==> src/rtl/pe_pkt_pkg.sv <==
// pe_pkt_pkg -- shared definitions for the PE packet-input protocol.
// Holds the packet type codes, the field layout of a 32-bit NoC packet,
// the packed packet struct with its pack helper, and the enums used by
// the packet injector (cursor phase and FSM state).
package pe_pkt_pkg;

   // Packet type codes carried in bits [31:29].
   localparam logic [2:0] PKT_FILTER = 3'b000;
   localparam logic [2:0] PKT_IFMAP  = 3'b001;
   localparam logic [2:0] PKT_PSUM   = 3'b010;
   localparam logic [2:0] PKT_RESULT = 3'b011;

   // Field widths and least-significant bit positions.
   localparam int TYPE_W    = 3;
   localparam int Y_W       = 5;
   localparam int X_W       = 3;
   localparam int IDX_W     = 8;
   localparam int DATA_W    = 13;
   localparam int TYPE_LSB  = 29;
   localparam int DST_Y_LSB = 24;
   localparam int DST_X_LSB = 21;
   localparam int IDX_LSB   = 13;
   localparam int DATA_LSB  = 0;

   typedef struct packed {
      logic [TYPE_W-1:0] pkt_type;
      logic [Y_W-1:0]    dst_y;
      logic [X_W-1:0]    dst_x;
      logic [IDX_W-1:0]  idx;
      logic [DATA_W-1:0] data;
   } pe_pkt_t;

   // Which stream the cursor is walking for the current PE.
   typedef enum logic [1:0] {
      PH_FILT = 2'd0,
      PH_IFM  = 2'd1,
      PH_PSUM = 2'd2
   } phase_t;

   typedef enum logic [2:0] {
      S_IDLE = 3'd0,
      S_RD   = 3'd1,
      S_WAIT = 3'd2,
      S_SEND = 3'd3,
      S_FIN  = 3'd4
   } state_t;

   function automatic pe_pkt_t pack_pkt(
      input logic [TYPE_W-1:0] pkt_type,
      input logic [Y_W-1:0]    dst_y,
      input logic [X_W-1:0]    dst_x,
      input logic [IDX_W-1:0]  idx,
      input logic [DATA_W-1:0] data
   );
      pe_pkt_t p;
      p.pkt_type = pkt_type;
      p.dst_y    = dst_y;
      p.dst_x    = dst_x;
      p.idx      = idx;
      p.data     = data;
      return p;
   endfunction

endpackage

==> src/rtl/pe_inj_cursor.sv <==
// pe_inj_cursor -- nested y / x / phase / index walker for the injector.
// Visits PEs y-outer, x-inner; per PE walks LEN_F filter indices, then
// LEN_I ifmap indices, and (with PE_INJ_PSUM_SEED_EN defined, x=0 only)
// LEN_I-LEN_F+1 psum seed indices.
// Ports:
//   clk, rst_n         clock, async active-low reset
//   advance            step to the next packet position
//   clear              return to PE(0,0), filter index 0 (wins over advance)
//   y, x, phase, idx   current position
//   last               current position is the final packet of the pass
//   next_psum          the position after this one is a psum seed packet
//   filt_addr          x*LEN_F + idx, truncated
//   ifm_addr           (x+y)*LEN_I + idx, truncated
module pe_inj_cursor
   import pe_pkt_pkg::*;
#(
   parameter int NUM_ROWS = 5,
   parameter int NUM_COLS = 3,
   parameter int LEN_F    = 5,
   parameter int LEN_I    = 25,
   parameter int FILT_AW  = 4,
   parameter int IFM_AW   = 8
) (
   input  logic               clk,
   input  logic               rst_n,
   input  logic               advance,
   input  logic               clear,
   output logic [Y_W-1:0]     y,
   output logic [X_W-1:0]     x,
   output logic [1:0]         phase,
   output logic [IDX_W-1:0]   idx,
   output logic               last,
   output logic               next_psum,
   output logic [FILT_AW-1:0] filt_addr,
   output logic [IFM_AW-1:0]  ifm_addr
);

   phase_t phase_q;
   logic   filt_end, ifm_end, psum_end, to_psum, pe_end, last_pe;

   assign phase = phase_q;

   always_comb begin
      // NOTE: every always_comb output gets a default first so no path infers a latch.
      filt_end = 1'b0;
      ifm_end  = 1'b0;
      psum_end = 1'b0;
      to_psum  = 1'b0;
      filt_end = (phase_q == PH_FILT) && (idx == IDX_W'(LEN_F - 1));
      ifm_end  = (phase_q == PH_IFM)  && (idx == IDX_W'(LEN_I - 1));
      psum_end = (phase_q == PH_PSUM) && (idx == IDX_W'(LEN_I - LEN_F));
`ifdef PE_INJ_PSUM_SEED_EN
      // Column-0 PEs get their psum seed right after their ifmap row.
      to_psum  = ifm_end && (x == '0);
`else
      to_psum  = 1'b0;
`endif
      pe_end   = (ifm_end && !to_psum) || psum_end;
      last_pe  = (y == Y_W'(NUM_ROWS - 1)) && (x == X_W'(NUM_COLS - 1));
   end

   assign last      = pe_end && last_pe;
   assign next_psum = to_psum || ((phase_q == PH_PSUM) && !psum_end);

   // Modular arithmetic in the port width equals truncating the full result.
   assign filt_addr = FILT_AW'(x) * FILT_AW'(LEN_F) + FILT_AW'(idx);
   assign ifm_addr  = (IFM_AW'(x) + IFM_AW'(y)) * IFM_AW'(LEN_I) + IFM_AW'(idx);

   // NOTE: non-blocking assignments so every cursor flop updates from pre-edge values.
   always_ff @(posedge clk or negedge rst_n) begin
      if (!rst_n) begin
         y       <= '0;
         x       <= '0;
         idx     <= '0;
         phase_q <= PH_FILT;
      end else if (clear) begin
         y       <= '0;
         x       <= '0;
         idx     <= '0;
         phase_q <= PH_FILT;
      end else if (advance) begin
         if (filt_end) begin
            idx     <= '0;
            phase_q <= PH_IFM;
         end else if (to_psum) begin
            idx     <= '0;
            phase_q <= PH_PSUM;
         end else if (pe_end) begin
            idx     <= '0;
            phase_q <= PH_FILT;
            if (x == X_W'(NUM_COLS - 1)) begin
               x <= '0;
               y <= (y == Y_W'(NUM_ROWS - 1)) ? '0 : y + 1'b1;
            end else begin
               x <= x + 1'b1;
            end
         end else begin
            idx <= idx + 1'b1;
         end
      end
   end

endmodule

==> src/rtl/pe_packet_injector.sv <==
// pe_packet_injector -- streams filter and ifmap words from two on-chip
// memories into the PE array as 32-bit NoC packets, one PE at a time.
// PE(x,y) receives filter row x and ifmap row x+y, in index order.
// Optional feature macro: PE_INJ_PSUM_SEED_EN -- emit LEN_I-LEN_F+1 zero
// psum seed packets after the ifmap packets of every x=0 PE (no reads,
// one packet per cycle).
// Ports:
//   clk, rst_n                    clock, async active-low reset
//   start                         begin a pass (sampled only in IDLE)
//   busy / done                   pass in progress / one-cycle end pulse
//   filt_rd_en/addr/data          filter memory read port (1-cycle latency)
//   ifm_rd_en/addr/data           ifmap memory read port (1-cycle latency)
//   pkt_valid/pkt_ready/pkt_data  packet output, valid/ready handshake
module pe_packet_injector
   import pe_pkt_pkg::*;
#(
   parameter int WIDTH_PKT  = 32,
   parameter int WIDTH_DATA = 13,
   parameter int NUM_ROWS   = 5,
   parameter int NUM_COLS   = 3,
   parameter int LEN_F      = 5,
   parameter int LEN_I      = 25,
   parameter int FILT_AW    = 4,
   parameter int IFM_AW     = 8
) (
   input  logic                  clk,
   input  logic                  rst_n,
   input  logic                  start,
   output logic                  busy,
   output logic                  done,
   output logic                  filt_rd_en,
   output logic [FILT_AW-1:0]    filt_rd_addr,
   input  logic [WIDTH_DATA-1:0] filt_rd_data,
   output logic                  ifm_rd_en,
   output logic [IFM_AW-1:0]     ifm_rd_addr,
   input  logic [WIDTH_DATA-1:0] ifm_rd_data,
   output logic                  pkt_valid,
   input  logic                  pkt_ready,
   output logic [WIDTH_PKT-1:0]  pkt_data
);

   state_t                state, state_nxt;
   logic [Y_W-1:0]        cur_y;
   logic [X_W-1:0]        cur_x;
   logic [1:0]            cur_phase;
   logic [IDX_W-1:0]      cur_idx;
   logic                  cur_last, cur_next_psum;
   logic                  handshake, clear;
   logic [WIDTH_DATA-1:0] data_q;
   logic [TYPE_W-1:0]     pkt_type;
   pe_pkt_t               pkt;

   assign handshake = (state == S_SEND) && pkt_ready;
   assign clear     = (state == S_IDLE) && start;

   pe_inj_cursor #(
      .NUM_ROWS (NUM_ROWS),
      .NUM_COLS (NUM_COLS),
      .LEN_F    (LEN_F),
      .LEN_I    (LEN_I),
      .FILT_AW  (FILT_AW),
      .IFM_AW   (IFM_AW)
   ) u_cursor (
      .clk       (clk),
      .rst_n     (rst_n),
      .advance   (handshake),
      .clear     (clear),
      .y         (cur_y),
      .x         (cur_x),
      .phase     (cur_phase),
      .idx       (cur_idx),
      .last      (cur_last),
      .next_psum (cur_next_psum),
      .filt_addr (filt_rd_addr),
      .ifm_addr  (ifm_rd_addr)
   );

   always_ff @(posedge clk or negedge rst_n) begin
      if (!rst_n) state <= S_IDLE;
      else        state <= state_nxt;
   end

   always_comb begin
      state_nxt = state;
      case (state)
         S_IDLE: if (start) state_nxt = S_RD;
         S_RD:   state_nxt = S_WAIT;
         S_WAIT: state_nxt = S_SEND;
         S_SEND: begin
            if (pkt_ready) begin
               if (cur_last)           state_nxt = S_FIN;
               else if (cur_next_psum) state_nxt = S_SEND;  // psum seeds need no read
               else                    state_nxt = S_RD;
            end
         end
         S_FIN:  state_nxt = S_IDLE;
         default: state_nxt = S_IDLE;
      endcase
   end

   always_comb begin
      busy       = 1'b0;
      done       = 1'b0;
      pkt_valid  = 1'b0;
      filt_rd_en = 1'b0;
      ifm_rd_en  = 1'b0;
      case (state)
         S_RD: begin
            busy       = 1'b1;
            filt_rd_en = (cur_phase == PH_FILT);
            ifm_rd_en  = (cur_phase == PH_IFM);
         end
         S_WAIT: busy = 1'b1;
         S_SEND: begin
            busy      = 1'b1;
            pkt_valid = 1'b1;
         end
         S_FIN:  done = 1'b1;
         default: ;
      endcase
   end

   // Read data is valid during WAIT; capture it at the end of that cycle.
   always_ff @(posedge clk or negedge rst_n) begin
      if (!rst_n)                 data_q <= '0;
      else if (state == S_WAIT)   data_q <= (cur_phase == PH_FILT) ? filt_rd_data : ifm_rd_data;
   end

   // Header comes straight from the cursor, which only moves on a handshake,
   // so the packet holds steady under backpressure.
   always_comb begin
      case (cur_phase)
         PH_FILT: pkt_type = PKT_FILTER;
         PH_IFM:  pkt_type = PKT_IFMAP;
         default: pkt_type = PKT_PSUM;
      endcase
      pkt      = pack_pkt(pkt_type, cur_y, cur_x, cur_idx,
                          (cur_phase == PH_PSUM) ? '0 : DATA_W'(data_q));
      pkt_data = pkt_valid ? WIDTH_PKT'(pkt) : '0;
   end

endmodule

==> config.mk <==
export PLATFORM = sky130hd
export DESIGN_NAME = pe_packet_injector
export DESIGN_NICKNAME = d
export VERILOG_FILES = /design/src/rtl/pe_pkt_pkg.sv /design/src/rtl/pe_inj_cursor.sv /design/src/rtl/pe_packet_injector.sv
export SDC_FILE = /design/constraint.sdc
export NUM_CORES = 1
export LEC_CHECK = 0
export CAP_MARGIN = 20
export CORE_MARGIN = 2
export CORE_UTILIZATION = 35
export CTS_CLUSTER_DIAMETER = 60
export DETAILED_ROUTE_END_ITERATION = 7
export PLACE_DENSITY = 0.61
export REMOVE_ABC_BUFFERS = 1
export SKIP_CTS_REPAIR_TIMING = 1
export SYNTH_ARGS = -nofsm -noshare
export SYNTH_HDL_FRONTEND = slang
export SYNTH_HIERARCHICAL = 1
export SYNTH_SLANG_ARGS = --single-unit
export TNS_END_PERCENT = 100
==> constraint.sdc <==
create_clock -name clk -period 6.66 [get_ports clk]
set_clock_uncertainty 0.15 [all_clocks]
set_input_delay 0.666 -clock clk [delete_from_list [all_inputs] [get_ports clk]]
set_output_delay 0.666 -clock clk [all_outputs]
set_load 0.01 [all_outputs]
After elaboration in Yosys (flattened, before gate mapping)
Index checks and enable logic that the tools add are counted.
W data, S select, Z words.

storage, ports and cells
  register bits = 34
  output and inout bits = 49
  logic and storage cells = 82

cells by class
  add/sub/neg operators = 6
  multipliers = 2
  equality and inequality tests = 14
  mux-type cells = 33
  reduce and logical (&&, ||, !) cells = 21

operators with widths
  cell                   number
  $mux W8                4
  $mux W31               1
  $mux W5                6
  $mux W13               2
  $mux W3                8
  $eq A8 B5 Y1 const B   2
  $pmux W3 S4            1
  $mux W2                5
  $eq A3 B2 Y1 const B   3
  $add A8 B1 Y8 const B  1
  $add A8 B8 Y8          1
  $eq A8 B3 Y1 const B   1
  $logic_and A1 B1 Y1    8
  $mul A8 B5 Y8 const B  1
  $add A3 B5 Y6          1
  $ne A2 B2 Y1 const B   3
  $reduce_bool A2 Y1     3
  $add A5 B1 Y5 const B  1
  $eq A5 B3 Y1 const B   1
  $mux W1                5
  $add A4 B4 Y4          1
  $mul A3 B3 Y4 const B  1
  $pmux W2 S2            1
  $reduce_and A2 Y1      2
  13 further kinds       13

Depth between registers and ports, before layout
  depth after elaboration = 8
  depth in mapped cells = 15
  mapped depth without buffers = 15

Hierarchy
The synthesis kept the hierarchy.

modules (own cells, without submodules)
  module              times used  cells each  area an instance (µm²)  sequential area each (µm²)
  pe_inj_cursor       1           187         1846.8                  425.4
  pe_packet_injector  1           117         1053.5                  400.4

Least setup slack after synthesis
OpenSTA, ideal clock, no wires.

  kind = register to output
  start = register u_cursor.x[0]
  end = output port ifm_rd_addr[7]
  arrival = 3.617 ns
  path slack = 2.227 ns
  stages on the path, launching flop included = 14
  cell sequence = dfrtp_1 > ha_1 > fa_1 > xor2_1 > ha_1 > inv_1 > fa_1 > fa_1 > inv_1 > ha_1 > o21ai_0 > o21bai_1 > a21oi_1 > xnor3_1

between the ends
  cells in the longest elaborated chain, start to end = 3

RTL lines
  item                    line                      RTL
  from (decl)             pe_inj_cursor.sv:29       output logic [X_W-1:0] x,
  from (signal assigned)  pe_inj_cursor.sv:95       x <= x + 1'b1;
  $add A3 B5 Y6           pe_inj_cursor.sv:67       assign ifm_addr = (IFM_AW'(x) + IFM_AW'(y)) * IFM_AW'(LEN_I) + IFM_AW'(idx);
  $mul A8 B5 Y8           pe_inj_cursor.sv:67
  $add A8 B8 Y8           pe_inj_cursor.sv:67
  to (decl)               pe_packet_injector.sv:35  output logic [IFM_AW-1:0] ifm_rd_addr,

Every way passes these cells.

Worst setup path in the final report
Ends and elaborated chain as after synthesis.

==> Implementation_results.wiki <==
{| class="wikitable"
! Metric !! Value
|-
| Critical path, cell by cell || ha_1, fa_1, xor2_1, ha_1, inv_1, fa_1, fa_1, inv_1, ha_1, o21ai_0, o21bai_1, a21oi_1, xnor3_1, clkdlybuf4s50_1
|-
| Initial core utilization || 0.3566
|-
| Most used standard cells in the synthesized netlist || sky130_fd_sc_hd__dfrtp_1, sky130_fd_sc_hd__and2_1, sky130_fd_sc_hd__ha_1, sky130_fd_sc_hd__inv_1, sky130_fd_sc_hd__nor2_1
|-
| Share of the clock period used by the worst path after layout || 0.8104
|-
| Bufs and invs on worst path || 3
|-
| Area of the die || 0.009031 mm2
|-
| Post-Layout Cell Count || 482
|-
| Sum of overflow across all layers after global routing || 0
|-
| Kind of end point of the critical path || output port
|-
| Mean number of vias per cell || 4.784
|-
| Residual DRC count || 0
|-
| PwrDens || about 550 mW/mm2
|-
| Number of enable-type register cells in the synthesized netlist || 0
|-
| Summed instance area of the synthesized netlist || 0.002900 mm2
|-
| Number of max-slew violations in the final report || 0
|-
| Vias in the first global route || 2281
|-
| Worst Path Required || 5.84 ns
|-
| Slack of the critical path || 1.263 ns
|-
| Synthesized area per cell || 9.540 um2
|-
| Count of distinct cell types in the synthesized netlist || 54
|-
| Destination of the worst register-to-register timing path || u_cursor/y[4]
|-
| Logic depth of the worst setup path including buffers || 14
|-
| Cell taking the most area after synthesis || sky130_fd_sc_hd__dfrtp_1
|-
| Stage delay of the slowest cell on the critical path || 0.55 ns
|-
| Setup repair after global routing missed its margin || false
|-
| Post-detailed-route wirelength per cell || 13.52 um
|-
| Fmax || 185.3 MHz
|-
| Cell total after placement || 474
|-
| Global-route usage over all layers || 0.1519
|-
| Ports || 79
|-
| Share of total power in the clock network || 0.072
|-
| Master of the slowest instance on the critical path || sky130_fd_sc_hd__fa_1
|-
| Wire length of the first global-routing pass || 10850 um
|-
| Minimum clock period after layout || 5.397 ns
|-
| Area Growth Syn to Fin || 31.36%
|-
| Hold WS || 0.3736 ns
|-
| Post-Place Setup Slack || about 1.6 ns
|-
| Vias post-DR || 2306
|-
| Total CTS buffers || 5
|-
| Post-route ant nets || 0
|-
| Hold path endpoint || data_q[7]
|-
| Port Buffer Count || 76
|-
| Overall die width || 95.03 um
|-
| N_diodes || 0
|-
| P_leak || 1.678 nW
|-
| Post-synthesis cell count || between 300 and 400
|-
| Clock buffer depth || 2
|-
| Max-capacitance violation count || 0
|-
| Gate family responsible for the most delay along the worst path || adder cells
|-
| Ranking of synthesized cells by area || sky130_fd_sc_hd__dfrtp_1, sky130_fd_sc_hd__ha_1, sky130_fd_sc_hd__and2_1
|-
| Int Power || 1.229 mW
|-
| Net switching power || 0.8725 mW
|-
| Synth top area share || 0.2847
|-
| Endpoints failing setup || 0
|-
| Finished Core Util || 0.4684
|-
| Layout cell share with drive strength beyond 1 || 0.06897
|-
| # clock sinks || 33
|-
| Power share of the sequential group || 0.166
|-
| Worst slew pin tran || 0.8997 ns
|-
| Number of rows in the core area || 33
|-
| Placer Congestion || just over 0.8
|-
| Number of cells traversed by the worst register-to-register path || 5
|-
| Clock transition at the registers of the reported paths || around 0.070 ns
|-
| Flop and latch count out of synthesis || 33
|-
| Worst hold path cell count || 2
|-
| Highest fanout seen on the critical path || 9
|-
| Asr flop ratio synth || 1.000
|-
| Core region area || 0.008134 mm2
|-
| Worst relative slew slack || 0.3995
|-
| Reg-to-Reg Start || state[2]
|-
| Worst Path Class, Setup || flip-flop to output port
|-
| Overall routed net length || 6519 um
|-
| Overall die height || 95.03 um
|-
| Total Neg Setup Slack || 0 ns
|-
| H-tree Lvls || 2
|-
| Antenna violations before repair || 0
|-
| Outcome || finished, final reports clean
|-
| Insertion delay to the later sink of the worst-skew pair || 0.29 ns
|-
| Maximum number of pins on one net before global-route repair || 34
|-
| Most frequent cell after synthesis || sky130_fd_sc_hd__dfrtp_1
|-
| Top_reg_cell synth || sky130_fd_sc_hd__dfrtp_1
|-
| Fraction of power spent switching nets || 0.4151
|-
| Worst Setup Start Kind || flip-flop
|-
| CP arrival || 4.58 ns
|-
| Launch instance of the worst min-delay path || data_q[7]
|-
| Synth Warn # || 6
|-
| Gate power share || 0.762
|-
| Sequential share of the synthesized area || 0.2847
|-
| Pre-Repair DR Iteration Count || 4
|-
| DRC marker count from the first detailed-route iteration || between 90 and 100
|-
| FF-to-FF setup slack || 4.34 ns
|-
| Min-Delay Path Class || flip-flop to flip-flop
|-
| Number of nets in the layout || 445
|-
| Final-report hold violation count || 0
|-
| Total half-perimeter wirelength after legalization and detailed placement || 5142 um
|-
| TritonCTS clock tree || yes
|-
| CTS root buf || sky130_fd_sc_hd__clkbuf_8
|-
| Maximum ir drop on the vdd rail || 792.6 uV
|}
[layer usage]
layer | GRT usage | wire length (um)
met1 | 0.2008 | 2938
met2 | 0.2565 | 3077
met3 | 0.02688 | 422
met4 | 0.04106 | 80
met5 | 0 | 0
[tightest hold or removal path, stage by stage, from the launching register on]
cell and delay (ns):
sky130_fd_sc_hd__dfrtp_1 0.34, sky130_fd_sc_hd__nor2_1 0.05, sky130_fd_sc_hd__a21oi_1 0.10
[cell type report]
cell class	count	area (um2)
fillers	764	4324
multi-input cells	232	1893
flip-flops and latches	33	825.8
repair buffers	78	775.7
well taps	105	131.4
inverters	26	97.59
clock buffers	5	68.82
clock inverters	3	17.52
[sequential cells by signal, summed over array words and instances, names as in the netlist]
register	cells
data_q	13
state	3
u_cursor/idx	8
u_cursor/phase	1
u_cursor/x	3
u_cursor/y	5
[per-stage QoR]
step	area, um2	power (mW)
final	3810	2.102
after global routing	3810	2.324
after CTS	3810	2.145
after detailed placement	3724	1.987
after global placement	3724	1.961
after floorplan	2810	1.280
[how the worst max path moves through the flow]
| stage | from | endpoint | slack [ns] |
|---|---|---|---|
| final | u_cursor/x[0] | ifm_rd_addr[7] | 1.26 |
| after global routing | u_cursor/x[0] | ifm_rd_addr[7] | 0.94 |
| after CTS | u_cursor/x[0] | ifm_rd_addr[7] | 1.22 |
| after detailed placement | u_cursor/x[0] | ifm_rd_addr[7] | 1.56 |
| after global placement | u_cursor/x[0] | ifm_rd_addr[7] | 1.63 |
| after floorplan | u_cursor/x[0] | ifm_rd_addr[7] | 2.23 |
[cells by family (layout without fill, tap and decap cells)]
logic type	Yosys count	after routing	share of synthesized area
AOI/OAI and AO/OA	52	52	0.1204
and+or+nand+nor	103	103	0.2157
other	2	3	0.002589
muxes	14	14	0.04875
adders and majority gates	39	39	0.1890
xor gates and xnor gates	21	21	0.07291
DFF	33	33	0.2847
buffers and inverters	40	112	0.06600
[power by group through the flow]
stage	registers (mW)	clock network [mW]	logic, mW
floorplan	0.326	0	0.954
global placement	0.349	0	1.61
detailed placement	0.353	0	1.63
CTS	0.348	0.158	1.64
global route	0.363	0.166	1.79
finish	0.348	0.151	1.60
[cell usage in the layout (no fill, tap or decap), types with 2 or more instances in the layout]
cell type	n
sky130_fd_sc_hd__clkdlybuf4s50_1	76
sky130_fd_sc_hd__dfrtp_1	33
sky130_fd_sc_hd__and2_1	32
sky130_fd_sc_hd__ha_1	31
sky130_fd_sc_hd__inv_1	26
sky130_fd_sc_hd__nor2_1	26
sky130_fd_sc_hd__a21oi_1	22
sky130_fd_sc_hd__xnor2_1	16
sky130_fd_sc_hd__mux2i_1	13
sky130_fd_sc_hd__o21ai_0	10
sky130_fd_sc_hd__nand2_1	8
sky130_fd_sc_hd__fa_1	8
sky130_fd_sc_hd__nor3b_1	5
sky130_fd_sc_hd__nor3_1	5
sky130_fd_sc_hd__clkbuf_8	5
sky130_fd_sc_hd__a21o_1	5
sky130_fd_sc_hd__nand3_1	4
sky130_fd_sc_hd__conb_1	3
sky130_fd_sc_hd__xor2_1	3
sky130_fd_sc_hd__and3_2	3
sky130_fd_sc_hd__o21bai_1	2
sky130_fd_sc_hd__clkinv_2	2
sky130_fd_sc_hd__buf_4	2
sky130_fd_sc_hd__xnor3_1	2
sky130_fd_sc_hd__or3_1	2
sky130_fd_sc_hd__nand4b_1	2
sky130_fd_sc_hd__o31ai_1	2
sky130_fd_sc_hd__nand2b_1	2
No activity file was read; power rests on OpenSTA's default activity.
